===== config.mk =====
export PLATFORM = sky130hd
export DESIGN_NAME = iso7816_char_tx
export DESIGN_NICKNAME = d
export VERILOG_FILES = /design/src/rtl/iso7816_char_tx.sv
export SDC_FILE = /design/constraint.sdc
export NUM_CORES = 1
export LEC_CHECK = 0
export CAP_MARGIN = 20
export CORE_MARGIN = 3
export CORE_UTILIZATION = 62
export DETAILED_ROUTE_END_ITERATION = 10
export PLACE_DENSITY = 0.85
export RECOVER_POWER = 50
export SLEW_MARGIN = 40
export SYNTH_ARGS = -nofsm -noshare
export SYNTH_HDL_FRONTEND = slang
export SYNTH_SLANG_ARGS = --single-unit

===== constraint.sdc =====
create_clock -name clk -period 6.05 [get_ports clk]
set_clock_uncertainty 0.15 [all_clocks]
set_input_delay 0.9075 -clock clk [delete_from_list [all_inputs] [get_ports clk]]
set_output_delay 0.9075 -clock clk [all_outputs]
set_load 0.02 [all_outputs]

===== src/rtl/iso7816_char_tx.sv =====
// ISO7816-3 T=0 character transmitter: open-drain start+8 data+parity with error-signal retries.
// Latency: done pulses (12+guardEtus)*clocksPerEtu cycles after acceptance when no error is signalled.
// Backpressure: startTx is accepted only when idle (busy low, no done/txError pulse); otherwise ignored.
module iso7816_char_tx #(
    parameter int DIVIDER_WIDTH = 16,
    parameter int MAX_RETRIES   = 3,
    localparam int RW = (MAX_RETRIES < 4) ? 2 : $clog2(MAX_RETRIES + 1)
) (
    input  logic                     clk,
    input  logic                     nReset,
    input  logic [DIVIDER_WIDTH-1:0] clocksPerEtu,
    input  logic [7:0]               guardEtus,
    input  logic                     inverseConvention,
    input  logic                     startTx,
    input  logic [7:0]               dataIn,
    input  logic                     ioIn,
    output logic                     ioDriveLow,
    output logic                     busy,
    output logic                     done,
    output logic                     txError,
    output logic [RW-1:0]            retryCount
);

    typedef enum logic [2:0] {IDLE, SEND, CHECK, GUARD, ERRWAIT} state_t;

    localparam logic [DIVIDER_WIDTH-1:0] DIV_ONE = 1;

    state_t                   state;
    logic [DIVIDER_WIDTH-1:0] etu_len;
    logic [DIVIDER_WIDTH-1:0] div_cnt;
    logic [8:0]               etu_cnt;
    logic [7:0]               guard_len;
    logic [9:0]               frame;
    logic [9:0]               frame_next;
    logic                     err_hold;
    logic                     etu_end;
    logic                     accept;
    logic [3:0]               next_bit;
    logic [8:0]               guard_last;

    assign etu_end    = (div_cnt == (etu_len - DIV_ONE));
    assign accept     = (state == IDLE) && startTx && !done && !txError;
    assign next_bit   = etu_cnt[3:0] + 4'd1;
    assign guard_last = 9'd11 + {1'b0, guard_len};

    // frame holds the per-bit "pull low" pattern, so retries replay it unchanged
    always_comb begin
        frame_next    = '0;
        frame_next[0] = 1'b1;
        for (int k = 1; k <= 8; k++) begin
            if (inverseConvention)
                frame_next[k] = dataIn[8-k];
            else
                frame_next[k] = ~dataIn[k-1];
        end
        frame_next[9] = inverseConvention ? (^dataIn) : ~(^dataIn);
    end

    always_ff @(posedge clk or negedge nReset) begin
        if (!nReset) begin
            state      <= IDLE;
            etu_len    <= '0;
            div_cnt    <= '0;
            etu_cnt    <= '0;
            guard_len  <= '0;
            frame      <= '0;
            err_hold   <= 1'b0;
            ioDriveLow <= 1'b0;
            busy       <= 1'b0;
            done       <= 1'b0;
            txError    <= 1'b0;
            retryCount <= '0;
        end else begin
            done    <= 1'b0;
            txError <= 1'b0;
            case (state)
                IDLE: begin
                    if (accept) begin
                        state      <= SEND;
                        etu_len    <= clocksPerEtu;
                        guard_len  <= guardEtus;
                        frame      <= frame_next;
                        div_cnt    <= '0;
                        etu_cnt    <= '0;
                        retryCount <= '0;
                        busy       <= 1'b1;
                        ioDriveLow <= 1'b1;
                    end
                end
                SEND, CHECK, GUARD: begin
                    if (etu_end) begin
                        div_cnt <= '0;
                        if (etu_cnt != 9'h1FF)
                            etu_cnt <= etu_cnt + 9'd1;
                    end else begin
                        div_cnt <= div_cnt + DIV_ONE;
                    end
                    if (state == SEND && etu_end) begin
                        if (etu_cnt == 9'd9) begin
                            state      <= CHECK;
                            ioDriveLow <= 1'b0;
                        end else begin
                            ioDriveLow <= frame[next_bit];
                        end
                    end
                    if (state == CHECK && etu_cnt == 9'd11 && div_cnt == '0) begin
                        state    <= ioIn ? GUARD : ERRWAIT;
                        err_hold <= 1'b0;
                    end
                    if (state == GUARD && etu_end && etu_cnt == guard_last) begin
                        state <= IDLE;
                        busy  <= 1'b0;
                        done  <= 1'b1;
                    end
                end
                ERRWAIT: begin
                    if (!err_hold) begin
                        // the cycle the line is first seen high counts as the first of 2 ETUs
                        if (ioIn) begin
                            err_hold <= 1'b1;
                            div_cnt  <= DIV_ONE;
                            etu_cnt  <= '0;
                        end
                    end else if (etu_end) begin
                        div_cnt <= '0;
                        etu_cnt <= etu_cnt + 9'd1;
                        if (etu_cnt == 9'd1) begin
                            if (retryCount < RW'(MAX_RETRIES)) begin
                                retryCount <= retryCount + RW'(1);
                                state      <= SEND;
                                etu_cnt    <= '0;
                                ioDriveLow <= 1'b1;
                            end else begin
                                state   <= IDLE;
                                busy    <= 1'b0;
                                txError <= 1'b1;
                            end
                        end
                    end else begin
                        div_cnt <= div_cnt + DIV_ONE;
                    end
                end
                default: begin
                    state      <= IDLE;
                    busy       <= 1'b0;
                    ioDriveLow <= 1'b0;
                end
            endcase
        end
    end

endmodule


Word-level counts from Yosys, hierarchy flattened

Cells that the tools add are included.

Input port bits: 37
Output and inout port bits: 6
Register bits after elaboration: 69
Word-level logic and storage cells: 146

Equality and inequality tests: 25
Add/sub/neg operators: 6
Bitwise gates (word level): 9
Reductions and logical operators: 25
Multiplexer cells: 67
$lt $le $gt $ge: 2

Operators with widths:

| kind                                                                 | number |
|---|---|
| 9-bit 2-to-1 mux                                                     | 8 |
| 16-bit 2-to-1 mux                                                    | 4 |
| 16-bit case mux with 3 select lines                                  | 1 |
| 1-bit 2-to-1 mux                                                     | 33 |
| 6-bit AND reduction                                                  | 5 |
| 3-bit 2-to-1 mux                                                     | 9 |
| 9-bit case mux with 3 select lines                                   | 1 |
| 2-bit inequality test, second input constant                         | 11 |
| 9-bit by 4-bit == test with 1-bit output, second input constant      | 2 |
| 16-bit by 1-bit adder with 16-bit output, second input constant      | 1 |
| 16-bit == test                                                       | 1 |
| 16-bit zero test                                                     | 1 |
| 16-bit by 1-bit subtractor with 16-bit output, second input constant | 1 |
| 2-bit 2-to-1 mux                                                     | 5 |
| 4-bit by 8-bit adder with 9-bit output, first input constant         | 1 |
| 9-bit by 1-bit adder with 9-bit output, second input constant        | 1 |
| 9-bit by 1-bit == test with 1-bit output, second input constant      | 1 |
| 9-bit == test                                                        | 1 |
| 9-bit inequality test, second input constant                         | 1 |
| 1-bit inverter                                                       | 9 |
| 3-bit case mux with 3 select lines                                   | 1 |
| 1-bit logical AND                                                    | 8 |
| 4-bit inequality test, second input constant                         | 2 |
| 8-bit XOR reduction                                                  | 1 |
| 19 further kinds                                                     | 25 |

Longest topological paths before layout

Gate-level depths: netlist of the first run.

Word-level depth: 7
Gate-level depth with buffers: 12
Gate-level depth less buffers: 10

Least setup slack after synthesis of the first run

Ideal clock, no wire load.

Path kind: reg2reg
Start: register etu_len[3]
End: register ioDriveLow
Data required time: 5.772 ns
Stages on the path, launching flop included: 10
Data arrival time: 2.589 ns
Setup time: 0.128 ns
Slack: 3.184 ns
Path buffers: 1
Cell sequence: dfrtp_1 > buf_6 > nor4_4 > nand2_2 > or4_4 > a2111oi_4 > nand3_2 > o21ai_2 > o211ai_1 > mux2_1

Longest elaborated chain between the ends: 5
Elaborated cells on any way between the ends: 6

Ends and longest elaborated chain:

| what                                            | line | text |
|---|---|---|
| start, declared                                 | 29   | `logic [DIVIDER_WIDTH-1:0] etu_len;` |
| start signal, assigned                          | 80   | `etu_len <= clocksPerEtu;` |
| 16-bit by 1-bit subtractor with 16-bit output * | 41   | `assign etu_end = (div_cnt == (etu_len - DIV_ONE));` |
| 16-bit == test *                                | 41   |  |
| 1-bit logical AND                               | 98   | `if (state == SEND && etu_end) begin` |
| 2-bit inequality test (no line)                 | -    |  |
| 6-bit AND reduction (no line) *                 | -    |  |
| end signal, assigned                            | 103  | `ioDriveLow <= frame[next_bit];` |
| end, declared                                   | 17   | `output logic ioDriveLow,` |

Every way passes the cells marked *; elsewhere a longest branch is shown, timed or not.
A chain may end at the register's enable or synchronous reset.

==> results of run 1 <==
==> sequential cells by signal, summed over array words and instances, names as in the netlist <==
| signal | count |
|---|---|
| div_cnt | 16 |
| etu_len | 16 |
| frame | 10 |
| etu_cnt | 9 |
| guard_len | 8 |
| state | 3 |
| retryCount | 2 |
| busy | 1 |
| done | 1 |
| err_hold | 1 |
| ioDriveLow | 1 |
| txError | 1 |
==> cell usage after synthesis (3+ instances only) <==
| library cell | count | area (µm²) |
|---|---|---|
| sky130_fd_sc_hd__nand2_1 | 42 | 158 |
| sky130_fd_sc_hd__mux2i_1 | 3 | 30.0 |
| sky130_fd_sc_hd__xor2_1 | 13 | 114 |
| sky130_fd_sc_hd__inv_1 | 12 | 45.0 |
| sky130_fd_sc_hd__o21ai_1 | 18 | 90.1 |
| sky130_fd_sc_hd__a21oi_1 | 21 | 105 |
| sky130_fd_sc_hd__or4_1 | 4 | 30.0 |
| sky130_fd_sc_hd__nand4_1 | 5 | 31.3 |
| sky130_fd_sc_hd__nor2b_1 | 11 | 68.8 |
| sky130_fd_sc_hd__o21a_1 | 3 | 22.5 |
| sky130_fd_sc_hd__o211ai_1 | 4 | 30.0 |
| sky130_fd_sc_hd__clkbuf_1 | 23 | 86.3 |
| sky130_fd_sc_hd__ha_1 | 8 | 100 |
| sky130_fd_sc_hd__a31oi_1 | 3 | 18.8 |
| sky130_fd_sc_hd__nand2b_1 | 17 | 106 |
| sky130_fd_sc_hd__o31ai_1 | 10 | 75.1 |
| sky130_fd_sc_hd__nor2_1 | 41 | 154 |
| sky130_fd_sc_hd__buf_6 | 3 | 33.8 |
| sky130_fd_sc_hd__dfrtp_1 | 69 | 1730 |
| sky130_fd_sc_hd__and3_1 | 11 | 68.8 |
| sky130_fd_sc_hd__nor3b_1 | 7 | 52.6 |
| sky130_fd_sc_hd__nand3_1 | 14 | 70.1 |
| sky130_fd_sc_hd__o21ai_0 | 29 | 145 |
| sky130_fd_sc_hd__xnor2_1 | 24 | 210 |
| sky130_fd_sc_hd__nor3_1 | 15 | 75.1 |
| sky130_fd_sc_hd__nor4_1 | 6 | 37.5 |
| sky130_fd_sc_hd__mux2_2 | 25 | 282 |
==> report_power, final <==
group | internal [mW] | total (mW) | leakage (nW) | switching (mW)
clock network | 0.308 | 0.491 | 0.130 | 0.182
registers | 0.461 | 0.461 | 0.918 | 0
logic | 0.0280 | 0.0494 | 1.16 | 0.0214
==> cell families after synthesis <==
| logic type | Yosys count | share of synthesized area [%] |
|---|---|---|
| multiplexers | 31 | 8.21 |
| buffers and inverters | 40 | 3.97 |
| AND/OR/NAND/NOR | 195 | 23.9 |
| flip-flops | 69 | 38.5 |
| adder cells (fa/ha/maj) | 8 | 2.23 |
| AO/OA/AOI/OAI | 109 | 15.4 |
| XOR/XNOR | 38 | 7.74 |
==> layer usage <==
metal	track usage [%]	up-vias	share of wire, %
met5	0	-	0
met4	12.3	0	3.4
met3	4.89	42	4.5
met2	43.7	114	51
met1	30.0	1816	41
li1	-	1802	-
==> path summary, 6_finish.rpt <==
kind	start	endpoint	slack (ps)	cells after the start
min	frame[1]$_DFFE_PN0P_	frame[1]$_DFFE_PN0P_	330	2
min reg2reg	frame[1]$_DFFE_PN0P_	frame[1]$_DFFE_PN0P_	330	2
max in group clk	etu_len[3]$_DFFE_PN0P_	etu_cnt[7]$_DFFE_PN0P_	2300	8
min in group asynchronous	nReset	div_cnt[13]$_DFFE_PN0P_	1770	2
max reg2reg	etu_len[3]$_DFFE_PN0P_	etu_cnt[7]$_DFFE_PN0P_	2300	8
max	nReset	frame[4]$_DFFE_PN0P_	1920	2
==> layout make-up <==
class	instances	area share [%]
timing repair buffer	45	8.35
tap	96	2.33
clock buffer	13	3.28
clock inverter	3	1.75
inverter	12	0.874
sequential	69	33.5
multi-input combinational	381	49.9
==> parameters.txt, run 1 <==
Parameter                              Value

Final layout
  Leading cell type in the layout, fill and taps excluded    sky130_fd_sc_hd__dfrtp_1
  Area of the multi-input gates    2570 µm²
  Proportion of layout cells with a drive suffix above 1    11.7%
  FF/Latch Area    1730 µm²
  Antenna diode count    0
  Leading cell types in the layout, fill and taps excluded    69 x sky130_fd_sc_hd__dfrtp_1, 42 x sky130_fd_sc_hd__nand2_1, 41 x sky130_fd_sc_hd__nor2_1
  Post-route cell area    5160 µm²
  Post-route core utilization    74.7%
  Post-layout instance count excluding filler cells    between 600 and 700
  Number of inserted filler cells in the final layout    around 510
  Layout net count    563
  Area growth syn-to-layout    15.1%

Clock tree
  Cells resized by post-CTS repair    0
  Clock-pin slew of the registers on the worst-case setup and hold paths    70 ps
  Number of buffers added for setup after CTS    0
  Clock insertion delay at the later pin of the skew report    350 ps
  Number of sinks handled by clock tree synthesis    69
  Max clock buf depth    2
  Clock buffer count from CTS    9
  Cell chosen for the clock root    sky130_fd_sc_hd__clkbuf_8
  Hold-fix buffers, CTS    0
  Clock H-tree levels    3
  TritonCTS clock tree    yes

Synthesis
  Cell Area, Synth    roughly 4500 µm²
  Predominant post-synthesis flop cell    sky130_fd_sc_hd__dfrtp_1
  Number of instances in the synthesized netlist    490
  Post-synthesis net count    535
  Share of flip-flops with an asynchronous set or reset    100%
  Count of flip-flops with a built-in enable after synthesis    0
  YS warnings    0
  Distinct cell type count of the synthesized netlist    61
  Post-Synthesis Mean Instance Area    9.14 µm²
  Flop and latch count out of synthesis    69
  Proportion of synthesized chip area in sequential cells    38.5%

Placement
  HPWL after DPL    7160 µm
  # port buffers    between 40 and 50
  Instance count after placement with tap cells included    603
  Worst slack, placed    2380 ps
  Area post-placement    4910 µm²
  Last weighted congestion value of the routability-driven placer    0.901

Critical path
  Category of the worst setup path capture point    asynchronous set/reset pin
  Slowest-stage cell, CP    sky130_fd_sc_hd__clkbuf_1
  CP cell instances    buf_2, clkbuf_1
  Worst Path Buf+Inv    2
  Slowest Stage Delay on Critical Path    approximately 2600 ps
  Largest delay contributor family on the critical path    buffers and inverters
  Startpoint types    input pin
  Type of the worst setup path    in -> async
  CP arrival    3600 ps
  Worst-path fanout max    69
  Data required time at the worst endpoint    roughly 5500 ps

Power
  Total Power Consumption    1.00 mW
  Power per cell area    194 nW/µm²
  Peak VDD IR    0.172 mV
  Static power due to leakage    2.21 nW

Routing
  Detailed Route Iter0 Violations    roughly 200
  Average wire per standard cell    16.5 µm
  Vias per cell    about 6.1
  DRC Markers    0
  Remaining number of nets flagged by the antenna check after routing    0
  Count of TritonRoute iterations in the first routing pass    5
  Overall routed net length    10200 µm
  Vias    roughly 3.8k

Timing
  Worst hold slack across all endpoints    332 ps
  Final slew viol count    115
  Total of endpoints with negative setup slack in the final report    0
  Final period utilization    68.3%
  Max_slew headroom    -145%
  Final Hold Violating Endpoints    0
  Maximum achievable frequency    242 MHz
  Post-route worst setup slack    about 1900 ps
  RSZ-0062 raised after global routing    false
  Least-Margin Pin Slew    around 3700 ps
  TNS Setup    0 ps
  Tmin final    4130 ps

GRT
  Maximum number of pins on one net before global-route repair    70
  Initial antenna violation count    0
  Overall global routing resource usage    around 25%
  Leftover overflow at the end of global routing    0
  Global-route wire length before repair    17100 µm
  Via count of the first global-routing pass    3653

Die
  Standard-cell rows    30
  Die boundary height    91 µm
  Core Footprint    6910 µm²
  Width of the die    91 µm
  Area of the die    8280 µm²
  Initial Util    64.9%
  Boundary pin count    43

Hold path
  Kind of path behind the tightest hold check    reg -> reg

Outcome
  Status    finished, violations left
  Violations in the final reports    capacitance limit, slew limit

Job
  Count of max-cap constraint violations    2
(Power assumes the default switching activity.)
==> inputs of run 2 (changes only) <==
--- a/config.mk
+++ b/config.mk
@@ -7,9 +7,9 @@
 export LEC_CHECK = 0
 export CAP_MARGIN = 20
 export CORE_MARGIN = 3
-export CORE_UTILIZATION = 62
+export CORE_UTILIZATION = 58
 export DETAILED_ROUTE_END_ITERATION = 10
-export PLACE_DENSITY = 0.85
+export PLACE_DENSITY = 0.81
 export RECOVER_POWER = 50
 export SLEW_MARGIN = 40
 export SYNTH_ARGS = -nofsm -noshare
==> constraint.sdc (replaced) <==
create_clock -name clk -period 4.2 [get_ports clk]
set_clock_uncertainty 0.15 [all_clocks]
set_input_delay 0.63 -clock clk [delete_from_list [all_inputs] [get_ports clk]]
set_output_delay 0.63 -clock clk [all_outputs]
set_load 0.02 [all_outputs]
==> run 2 against run 1 <==
The run still ends with capacitance limit, slew limit left. First-iteration DRC count is 26% lower. Clock power grew 1%. Power increased by 23%. Sequential power is 44% higher. Combinational power rose by 44%. Core utilization is 5.5 points lower. Critical endpoint is now busy$_DFFE_PN0P_.
==> parameters.txt, run 2 (same netlist as run 1, synthesis figures left out) <==
Parameter                              Value

Outcome
  Status    finished, violations left (unchanged)
  Violations in the final reports    capacitance limit, slew limit (unchanged)

Power
  Switching power summed over all nets    0.284 mW (was 0.204 mW)
  Power per cell area    242 nW/µm² (was 194 nW/µm²)
  Switching Share    23.0% (was 20.4%)
  Static power due to leakage    2.18 nW (was 2.21 nW)
  Cell internal power dissipation    0.948 mW (was 0.797 mW)
  Peak VDD IR    0.193 mV (was 0.172 mV)
  Register share of total power    53.9% (was 46.1%)
  Clk pwr share    40.3% (was 49.0%)
  Combinational share of power    5.8% (was 4.9%)

Final layout
  Antenna diode count    0 (unchanged)
  Leading cell type in the layout, fill and taps excluded    sky130_fd_sc_hd__dfrtp_1 (unchanged)
  Proportion of layout cells with a drive suffix above 1    12.0% (was 11.7%)
  Leading cell types in the layout, fill and taps excluded    69 x sky130_fd_sc_hd__dfrtp_1, 42 x sky130_fd_sc_hd__nand2_1, 41 x sky130_fd_sc_hd__nor2_1, 41 x sky130_fd_sc_hd__clkdlybuf4s50_1, 29 x sky130_fd_sc_hd__o21ai_0 (was 69 x sky130_fd_sc_hd__dfrtp_1, 42 x sky130_fd_sc_hd__nand2_1, 41 x sky130_fd_sc_hd__nor2_1)
  Post-route cell area    5090 µm² (was 5160 µm²)
  Layout net count    565 (was 563)
  Number of inserted filler cells in the final layout    574 (was 512)
  Top Registers    div_cnt (16), etu_len (16), frame (10) (unchanged)
  Area growth syn-to-layout    13.7% (was 15.1%)

Clock tree
  Clock-pin slew of the registers on the worst-case setup and hold paths    70 ps (about the same)
  Max clock buf depth    2 (unchanged)
  Hold-fix buffers, CTS    0 (unchanged)
  Number of sinks handled by clock tree synthesis    69 (unchanged)
  Cells resized by post-CTS repair    0 (unchanged)
  TritonCTS clock tree    yes (unchanged)
  Clock H-tree levels    3 (unchanged)
  Clock insertion delay at the later pin of the skew report    350 ps (about the same)
  Clock buffer count from CTS    9 (unchanged)
  Number of buffers added for setup after CTS    0 (unchanged)
  Cell chosen for the clock root    sky130_fd_sc_hd__clkbuf_8 (unchanged)

Die
  Core Footprint    7370 µm² (was 6910 µm²)
  Standard-cell rows    31 (was 30)
  Area of the die    8810 µm² (was 8280 µm²)
  Boundary pin count    43 (unchanged)
  Width of the die    93.9 µm (was 91 µm)
  Initial Util    60.8% (was 64.9%)
  Die boundary height    93.9 µm (was 91 µm)

Critical path
  Worst-path fanout max    10 (was 69)
  Reg-to-Reg Start    etu_len[3]$_DFFE_PN0P_ (unchanged)
  Startpoint types    register (was input pin)
  Data required time at the worst endpoint    4190 ps (was 5510 ps)
  CP arrival    3170 ps (was 3600 ps)
  Crit path launch    etu_len[3]$_DFFE_PN0P_ (was nReset)
  Category of the worst setup path capture point    register (was asynchronous set/reset pin)
  Type of the worst setup path    reg -> reg (was in -> async)

Timing
  Tmin final    3180 ps
  Final Hold Violating Endpoints    0 (unchanged)
  Maximum achievable frequency    314 MHz
  TNS Setup    0 ps (unchanged)
  RSZ-0062 raised after global routing    false (unchanged)
  Least-Margin Pin Slew    2340 ps (was 3680 ps)
  Final slew viol count    90 (was 115)
  Total of endpoints with negative setup slack in the final report    0 (unchanged)
  Final period utilization    75.7%
  Max_slew headroom    -55.8% (was -145%)

Hold path
  Kind of path behind the tightest hold check    reg -> reg (unchanged)
  Hold Startpoint    frame[0]$_DFFE_PN0P_ (was frame[1]$_DFFE_PN0P_)

Routing
  Detailed Route Iter0 Violations    146 (was 198)
  Vias    3681 (was 3774)
  Count of TritonRoute iterations in the first routing pass    4 (was 5)
  Average wire per standard cell    15.8 µm (was 16.5 µm)
  Overall routed net length    9840 µm (was 10200 µm)
  Vias per cell    5.90 (was 6.10)
  Remaining number of nets flagged by the antenna check after routing    0 (unchanged)
  DRC Markers    0 (unchanged)

Placement
  HPWL after DPL    7180 µm (was 7160 µm)
  # port buffers    42 (unchanged)
  Last weighted congestion value of the routability-driven placer    0.885 (was 0.901)
  Area post-placement    4930 µm² (was 4910 µm²)

GRT
  Via count of the first global-routing pass    3608 (was 3653)
  Leftover overflow at the end of global routing    0 (unchanged)
  Global-route wire length before repair    16500 µm (was 17100 µm)
  Initial antenna violation count    0 (unchanged)
  Maximum number of pins on one net before global-route repair    45 (was 70)
  Overall global routing resource usage    23.7% (was 25.3%)

Job
  Count of max-cap constraint violations    2 (unchanged)
-- run 2: changes by cell type in the layout (fill, tap and decap cells not counted) --
cell and change:
sky130_fd_sc_hd__buf_4 +2, sky130_fd_sc_hd__dlygate4sd3_1 -1, sky130_fd_sc_hd__clkinvlp_4 +1, sky130_fd_sc_hd__clkdlybuf4s50_1 +1
sky130_fd_sc_hd__clkbuf_2 +1, sky130_fd_sc_hd__clkinv_2 +3, sky130_fd_sc_hd__clkbuf_8 -1, sky130_fd_sc_hd__buf_2 -1
sky130_fd_sc_hd__bufinv_16 -3
-- run 2: worst paths after layout --
check                                               end  slack (ps)  depth (start not counted)
worst min-delay path               frame[0]$_DFFE_PN0P_         330                          1
max in group asynchronous        div_cnt[4]$_DFFE_PN0P_        1390                          2
worst max-delay path                   busy$_DFFE_PN0P_        1020                          8
worst max register to register         busy$_DFFE_PN0P_        1020                          8
worst min register to register     frame[0]$_DFFE_PN0P_         330                          1
min in group asynchronous       div_cnt[12]$_DFFE_PN0P_         830                          1
-- run 2: stage by stage --
stage	hold WS (ps)	setup slack, ps	std cells	utilization (%)	power [mW]
final	326	1020	624	69.1	1.23
after global routing	354	775	624	69.1	1.27
after floorplan	184	1330	490	-	0.698
after detailed placement	305	1110	608	66.8	0.750
after CTS	132	1100	624	69.3	1.24
after global placement	301	1180	608	66.8	0.748
-- run 2: worst max-delay path: stages (launching register included) --
cell,delay [ps]
sky130_fd_sc_hd__dfrtp_1,500
sky130_fd_sc_hd__or4_4,610
sky130_fd_sc_hd__nor3_1,270
sky130_fd_sc_hd__mux2i_1,360
sky130_fd_sc_hd__o221a_1,320
sky130_fd_sc_hd__nand3_2,160
sky130_fd_sc_hd__o21a_1,270
sky130_fd_sc_hd__nor3_1,240
sky130_fd_sc_hd__o21ai_1,90
-- run 2: layer usage --
metal | vias to the layer above | GRT usage (%) | wire, µm
met3 | 26 | 3.77 | 393
met4 | 0 | 11.7 | 266
met5 | - | 0 | 0
li1 | 1810 | - | -
met2 | 86 | 40.7 | 4980
met1 | 1759 | 28.9 | 4200
-- run 2: cell type report --
| type | count | area [µm²] | area share [%] |
|---|---|---|---|
| Clock buffer | 12 | 155 | 3.05 |
| Clock inverter | 4 | 22.5 | 0.442 |
| Inverter | 12 | 45.0 | 0.884 |
| Multi-Input combinational cell | 381 | 2570 | 50.6 |
| Sequential cell | 69 | 1730 | 33.9 |
| Tap cell | 99 | 124 | 2.43 |
| Timing Repair Buffer | 47 | 445 | 8.74 |
-- run 2: power by group through the flow --
stage	logic [mW]	clock network (mW)	registers, mW
2_1_floorplan	0.0205	0	0.677
3_3_place_gp	0.0715	0	0.677
3_5_place_dp	0.0735	0	0.677
4_1_cts	0.0735	0.503	0.664
5_1_grt	0.0785	0.527	0.664
6_report	0.0712	0.497	0.664
==> inputs of run 3 (changes only) <==
==> constraint.sdc (replaced) <==
create_clock -name clk -period 3 [get_ports clk]
set_clock_uncertainty 0.15 [all_clocks]
set_input_delay 0.45 -clock clk [delete_from_list [all_inputs] [get_ports clk]]
set_output_delay 0.45 -clock clk [all_outputs]
set_load 0.02 [all_outputs]
==> run 3 against run 2 <==
The flow still finishes with violations (capacitance limit, slew limit). Maximum frequency increased by 8.9%. First-iteration DRC count increased by 11%. Wire length increased by 5.5%. Final cell count increased by 2.7%. Count of clock-buffer cells in the layout decreased by 3. Clock power increased by 53%. Critical path depth unchanged. Critical endpoint is now ioDriveLow$_DFFE_PN0P_. Largest power group unchanged.
==> parameters.txt, run 3 (same netlist as run 1, synthesis figures left out) <==
Parameter                              Value

Timing
  RSZ-0062 raised after global routing    true (was false)
  Final Hold Violating Endpoints    0 (unchanged)
  Final period utilization    97.3% (was 75.7%)
  Maximum achievable frequency    343 MHz (was 314 MHz)
  Max_slew headroom    -4.62% (was -55.8%)
  Post-route worst setup slack    80.7 ps (was 1020 ps)
  Tmin final    2920 ps (was 3180 ps)
  Least-Margin Pin Slew    1570 ps (was 2340 ps)
  Final slew viol count    28 (was 90)
  TNS Setup    0 ps (unchanged)
  Total of endpoints with negative setup slack in the final report    0 (unchanged)

Routing
  DRC Markers    0 (unchanged)
  Vias    3776 (was 3681)
  Overall routed net length    10400 µm (was 9840 µm)
  Average wire per standard cell    16.2 µm (was 15.8 µm)
  Count of TritonRoute iterations in the first routing pass    5 (was 4)
  Remaining number of nets flagged by the antenna check after routing    0 (unchanged)
  Detailed Route Iter0 Violations    162 (was 146)
  Vias per cell    5.89 (was 5.90)

Final layout
  Top Registers    div_cnt (16), etu_len (16), frame (10) (unchanged)
  FF/Latch Area    1730 µm² (unchanged)
  Area of the multi-input gates    2610 µm² (was 2570 µm²)
  Layout net count    582 (was 565)
  Post-layout instance count excluding filler cells    641 (was 624)
  Proportion of layout cells with a drive suffix above 1    15.5% (was 12.0%)
  Antenna diode count    0 (unchanged)
  Number of inserted filler cells in the final layout    572 (was 574)
  Leading cell type in the layout, fill and taps excluded    sky130_fd_sc_hd__dfrtp_1 (unchanged)
  Area growth syn-to-layout    18.5% (was 13.7%)
  Leading cell types in the layout, fill and taps excluded    69 x sky130_fd_sc_hd__dfrtp_1, 42 x sky130_fd_sc_hd__nand2_1, 41 x sky130_fd_sc_hd__nor2_1, 41 x sky130_fd_sc_hd__clkdlybuf4s50_1, 28 x sky130_fd_sc_hd__o21ai_0 (was 69 x sky130_fd_sc_hd__dfrtp_1, 42 x sky130_fd_sc_hd__nand2_1, 41 x sky130_fd_sc_hd__nor2_1, 41 x sky130_fd_sc_hd__clkdlybuf4s50_1, 29 x sky130_fd_sc_hd__o21ai_0)

Critical path
  Startpoint types    register (unchanged)
  Type of the worst setup path    reg -> reg (unchanged)
  CP arrival    3010 ps (was 3170 ps)
  Worst-path fanout max    5 (was 10)
  Category of the worst setup path capture point    register (unchanged)
  Data required time at the worst endpoint    3090 ps (was 4190 ps)

Power
  Cell internal power dissipation    1.38 mW (was 0.948 mW)
  Switching power summed over all nets    0.419 mW (was 0.284 mW)
  Power per cell area    338 nW/µm² (was 242 nW/µm²)
  Static power due to leakage    2.28 nW (was 2.18 nW)
  Clk pwr share    42.4% (was 40.3%)
  Peak VDD IR    0.332 mV (was 0.193 mV)
  Switching Share    23.3% (was 23.0%)
  Combinational share of power    5.8% (about the same)
  Register share of total power    51.8% (was 53.9%)

GRT
  Leftover overflow at the end of global routing    0 (unchanged)
  Overall global routing resource usage    25.2% (was 23.7%)
  Via count of the first global-routing pass    3720 (was 3608)
  Global-route wire length before repair    17500 µm (was 16500 µm)
  Initial antenna violation count    0 (unchanged)
  Maximum number of pins on one net before global-route repair    45 (unchanged)

Die
  Initial Util    60.8% (unchanged)
  Width of the die    93.9 µm (unchanged)
  Area of the die    8810 µm² (unchanged)
  Core Footprint    7370 µm² (unchanged)
  Standard-cell rows    31 (unchanged)
  Die boundary height    93.9 µm (unchanged)
  Boundary pin count    43 (unchanged)

Clock tree
  Max clock buf depth    2 (unchanged)
  Clock insertion delay at the later pin of the skew report    350 ps (about the same)
  TritonCTS clock tree    yes (unchanged)
  Clock-pin slew of the registers on the worst-case setup and hold paths    80 ps (was 70 ps)
  Clock buffer count from CTS    9 (unchanged)
  Cell chosen for the clock root    sky130_fd_sc_hd__clkbuf_8 (unchanged)
  Clock H-tree levels    3 (unchanged)
  Number of sinks handled by clock tree synthesis    69 (unchanged)

Job
  Count of max-cap constraint violations    1 (was 2)

Placement
  Last weighted congestion value of the routability-driven placer    0.935 (was 0.885)
  HPWL after DPL    7520 µm (was 7180 µm)
  # port buffers    42 (unchanged)
  Worst slack, placed    0.448 ps (was 1110 ps)
  Instance count after placement with tap cells included    623 (was 608)

Outcome
  Status    finished, violations left (unchanged)
  Violations in the final reports    capacitance limit, slew limit (unchanged)

Hold path
  Kind of path behind the tightest hold check    reg -> reg (unchanged)
[run 3: through the flow]
stage | util [%] | hold WS, ps | total power [mW] | area, µm²
2_1_floorplan | - | 4.41 | 0.977 | 4480
3_3_place_gp | 68.7 | 301 | 1.05 | 5060
3_5_place_dp | 68.7 | 305 | 1.05 | 5060
4_1_cts | 71.6 | 328 | 1.82 | 5280
5_1_grt | 72.0 | 363 | 1.87 | 5310
6_report | 72.0 | 328 | 1.80 | 5310
[run 3: cell type report]
class	count	area share, %
clock inverter	7	1.41
clock buffer	9	2.33
inverter	12	0.848
sequential	69	32.5
tap	99	2.33
timing repair buffer	64	11.3
multi-input combinational	381	49.2
[run 3: timing repair]
item	CTS	global route
buffers inserted	0	1
gates resized for setup	1	7
pin swaps	0	5
endpoints found under the setup margin	1	23
hold buffers	1	0
hold endpoints to repair	27	0
[run 3: worst max-delay path, stage by stage (launching register included)]
cell,delay [ps]
sky130_fd_sc_hd__dfrtp_1,430
sky130_fd_sc_hd__or4_4,600
sky130_fd_sc_hd__nor4_2,280
sky130_fd_sc_hd__xnor2_1,170
sky130_fd_sc_hd__nor4_4,310
sky130_fd_sc_hd__nand3_2,190
sky130_fd_sc_hd__o21ai_2,210
sky130_fd_sc_hd__o211ai_1,130
sky130_fd_sc_hd__mux2_1,330
[run 3: power by group through the flow]
stage | logic [mW] | registers [mW] | clock network [mW]
2_1_floorplan | 0.0288 | 0.948 | 0
3_3_place_gp | 0.104 | 0.948 | 0
3_5_place_dp | 0.106 | 0.948 | 0
4_1_cts | 0.107 | 0.929 | 0.785
5_1_grt | 0.115 | 0.929 | 0.828
6_report | 0.104 | 0.929 | 0.762
[run 3: worst paths after layout]
check / start / end / slack [ps] / cells after the start
max: etu_len[3]$_DFFE_PN0P_ / ioDriveLow$_DFFE_PN0P_ / 80 / 8
min: frame[0]$_DFFE_PN0P_ / frame[0]$_DFFE_PN0P_ / 330 / 1
max reg2reg: etu_len[3]$_DFFE_PN0P_ / ioDriveLow$_DFFE_PN0P_ / 80 / 8
min reg2reg: frame[0]$_DFFE_PN0P_ / frame[0]$_DFFE_PN0P_ / 330 / 1
max in group asynchronous: nReset / etu_len[13]$_DFFE_PN0P_ / 460 / 4
min in group asynchronous: nReset / div_cnt[7]$_DFFE_PN0P_ / 870 / 2
[run 3: metal layers]
metal	vias up	GRT usage, %	wire (µm)
li1	1839	-	-
met1	1826	30.8	4340
met2	88	42.3	5420
met3	23	6.73	386
met4	0	9.99	229
met5	-	0	0
